$ cat src/rtl/wb_trace_checker_trace_mem.sv
// Expected-trace storage: one synchronous write port, one asynchronous read
// port so the current entry is compared in the same cycle as the write-back.
module trace_mem #(
    parameter int DEPTH = 64,
    parameter int WIDTH = 37
) (
    input  logic                     clk,
    input  logic                     we,
    input  logic [$clog2(DEPTH)-1:0] waddr,
    input  logic [WIDTH-1:0]         wdata,
    input  logic [$clog2(DEPTH)-1:0] raddr,
    output logic [WIDTH-1:0]         rdata
);

    logic [WIDTH-1:0] mem_q [DEPTH];

    // Trace load port; contents deliberately survive reset
    always_ff @(posedge clk) begin
        if (we) begin
            mem_q[waddr] <= wdata;
        end
    end

    assign rdata = mem_q[raddr];

endmodule

$ cat config.mk
export PLATFORM = sky130hd
export DESIGN_NAME = trace_mem
export DESIGN_NICKNAME = d
export VERILOG_FILES = /design/src/rtl/wb_trace_checker_trace_mem.sv
export SDC_FILE = /design/constraint.sdc
export NUM_CORES = 2
export LEC_CHECK = 0
export BUFFER_PORTS_ARGS = -buffer_cell sky130_fd_sc_hd__buf_4
export CAP_MARGIN = 25
export CORE_MARGIN = 4
export CORE_UTILIZATION = 55
export DETAILED_ROUTE_END_ITERATION = 10
export PLACE_DENSITY = 0.74
export SLEW_MARGIN = 10
export SYNTH_ARGS = -nofsm -noshare
export SYNTH_HDL_FRONTEND = slang
export SYNTH_SLANG_ARGS = --single-unit
export TNS_END_PERCENT = 50
$ cat constraint.sdc
create_clock -name clk -period 4.32 [get_ports clk]
set_input_delay 0.864 -clock clk [delete_from_list [all_inputs] [get_ports clk]]
set_output_delay 0.864 -clock clk [all_outputs]
set_load 0.05 [all_outputs]
==> flow_metrics.tcl <==
set metrics [dict create \
    fill_cells 10300 \
    crit_type "primary input to output port" \
    syn-cell-area_um2 89700 \
    ir_drop_uv 394 \
    p_sw_uw 9860 \
    cp_common_cell "buf_4" \
    use_met2_pct 42.3 \
    vias 44300 \
    first_global_vias 45100 \
    design_area_um2 102000 \
    worst-path-buf-inv 5 \
    core_area_um2 161000 \
    cts_max_level 4 \
    maxSlewHeadroom_pct 36.9 \
    clkPwrFrac_pct 39.0 \
    fin_ws_ns 0.104 \
    critPathMaxStageDelay_ns 0.55 \
    p_seq_share_pct 55.3 \
    met3_usage_pct 6.23 \
    wire_per_inst_um 34.3 \
    p_leak_uw 0.0316 \
    setup_viol 0 \
    cts.sink_count 2368 \
    met1_usage_pct 37.7 \
    track_usage_pct 27.0 \
    clock-root-buffer "clkbuf_16" \
    die-area_um2 170000 \
    layout.nets 4274 \
    busiest_layer "met2" \
    post_cts_buffers 0 \
    critPathRequiredTime_ns 3.46 \
    worst_setup_path_end_kind "output port" \
    clockBufferDepth 3 \
    hold_buffers 0 \
    worst_ep_arrival_time_ns 3.35 \
    rsz0062_at_grt "no" \
    grt_pass1_wl_um 325000 \
    layout_commonest_cell "edfxtp_1" \
    synth_area_leaders "edfxtp_1 (79%), mux4_2 (14%), o22ai_1 (0.97%)" \
    cp_slowest_cell "mux4_2" \
    run_status "complete, no violations" \
    yosysTopAreaCellShare_pct 79.3 \
    largest_reg_flops 2368 \
    start_kind "primary input" \
    drt_first_iter_violations 7006 \
    fmax_mhz 237 \
    path_max_fanout 30 \
    syn_area_per_cell_um2 23.1 \
    finalCriticalPeriod_ns 4.22 \
    io_buffer_count 87 \
    cts_buffers 217 \
    clkTransAtPathRegs_ns 0.06 \
    reg.largest.list "mem_q (2368)" \
    cap_violations 0 \
    place.gp.congestion 0.807 \
    synth_top_area_cell "edfxtp_1" \
    internal_power_uw 36200 \
    finalSetupTns_ns 0 \
    rows 147 \
    finalHoldViolCount 0 \
    avgViaCountPerCell 6.76 \
    ys_types 37 \
    combPwrFrac_pct 5.7 \
    regMostFlops "mem_q" \
    grt_overflow 0 \
    ys_seq_area_share_pct 79.3 \
    power.share.switching_pct 21.4 \
    routed_wl_um 225000 \
    drt_pass1_iterations 5 \
    placed_area_um2 95300 \
    grt_max_degree 65 \
    synth_warnings 0 \
    mappedNetlistNets 3936 \
    ant_nets 0 \
    fin_crit_sh_pct 97.6 \
    ys_ff_latch 2368 \
    die_x_um 412 \
    cpLargestDelayFamily "buffers and inverters" \
    cts_resized 0 \
    fp.dieH_um 412 \
    dp_hpwl_um 120000 \
    drive_gt1_share_pct 28.9 \
    final_cell_mix "edfxtp_1 (2368), mux4_2 (566), buf_4 (261)" \
    antenna_found_initial 7 \
    initial_core_util_pct 55.6 \
    drc_errors 0 \
    pin_count 88 \
    p_per_area_nw_per_um2 452 \
    synthCells 3885 \
    slew_violations 0 \
    place_ws_ns 0.112 \
    hold_path_class "primary input to flip-flop" \
    cts_tree "done" \
    tightest_slew_ns 0.946 \
    area_delta_synth_final_pct 13.6 \
    crit_path_cell_trace "buf_8 > buf_12 > mux4_2 > o22ai_1 > nor4_1 > buf_2 > buf_4 > o22a_1 > buf_4" \
]
-- cell usage after synthesis (all sizes together) --
| cell type | count |
|---|---|
| mux2 | 2 |
| nand2b | 11 |
| and2b | 1 |
| mux4 | 566 |
| o211ai | 8 |
| nand3b | 2 |
| nor3 | 26 |
| nor2b | 47 |
| nor4 | 25 |
| or2 | 7 |
| buf | 115 |
| o22ai | 139 |
| o21ai | 9 |
| o211a | 5 |
| edfxtp | 2368 |
| or3 | 2 |
| a31oi | 5 |
| a221oi | 2 |
| and2 | 4 |
| a21oi | 8 |
| a22oi | 63 |
| nand4b | 1 |
| a211oi | 45 |
| or3b | 1 |
| nor2 | 96 |
| nand3 | 44 |
| and4 | 8 |
| mux2i | 64 |
| nand2 | 33 |
| o221ai | 28 |
| o22a | 24 |
| nand4 | 16 |
| clkbuf | 110 |
-- final timing paths --
check | startpoint | to | slack [ns] | cells after the start
min | waddr[1] | mem_q[49][11]$_DFFE_PP_ | 0.52 | 2
max | raddr[0] | rdata[21] | 0.10 | 9
-- cell families after synthesis --
logic type             Yosys count  share of synthesized area, %
flip-flops                    2368                          79.3
multiplexers                   632                          14.9
AO/OA/AOI/OAI                  336                          2.65
AND/OR/NAND/NOR                324                          1.84
buffers and inverters          225                          1.31
-- per-layer routing --
metal | wire [µm] | vias up
li1 | - | 17400
met1 | 80200 | 23300
met2 | 109000 | 3067
met3 | 27200 | 474
met4 | 8910 | 4
met5 | 62 | -
-- layout make-up --
type	instances	area (µm²)	share of cell area (%)
antenna	5	12.5	0.0123
clock buffer	273	5640	5.54
clock inverter	121	932	0.915
multi-input combinational	1292	17900	17.6
sequential	2368	71100	69.8
tap	2160	2700	2.65
timing repair buffer	344	3580	3.51
-- stage by stage --
stage / power (µW) / instances / util, % / hold slack (ns)
5_1_grt: 47500 / 6559 / 63.2 / 0.503
4_1_cts: 46300 / 6558 / 63.2 / 0.457
2_1_floorplan: 27400 / 3885 / - / 0.963
6_report: 46100 / 6563 / 63.2 / 0.523
3_3_place_gp: 28500 / 6162 / 59.1 / 1.36
3_5_place_dp: 28600 / 6164 / 59.1 / 1.36
-- power groups by stage --
stage	Combinational (µW)	Clock, µW	Sequential, µW
2_1_floorplan	1400	0	26000
4_1_cts	2630	18200	25500
5_1_grt	2750	19200	25500
3_5_place_dp	2610	0	26000
6_report	2630	18000	25500
3_3_place_gp	2560	0	25900
Note: power is estimated with default switching activity, not from simulation.
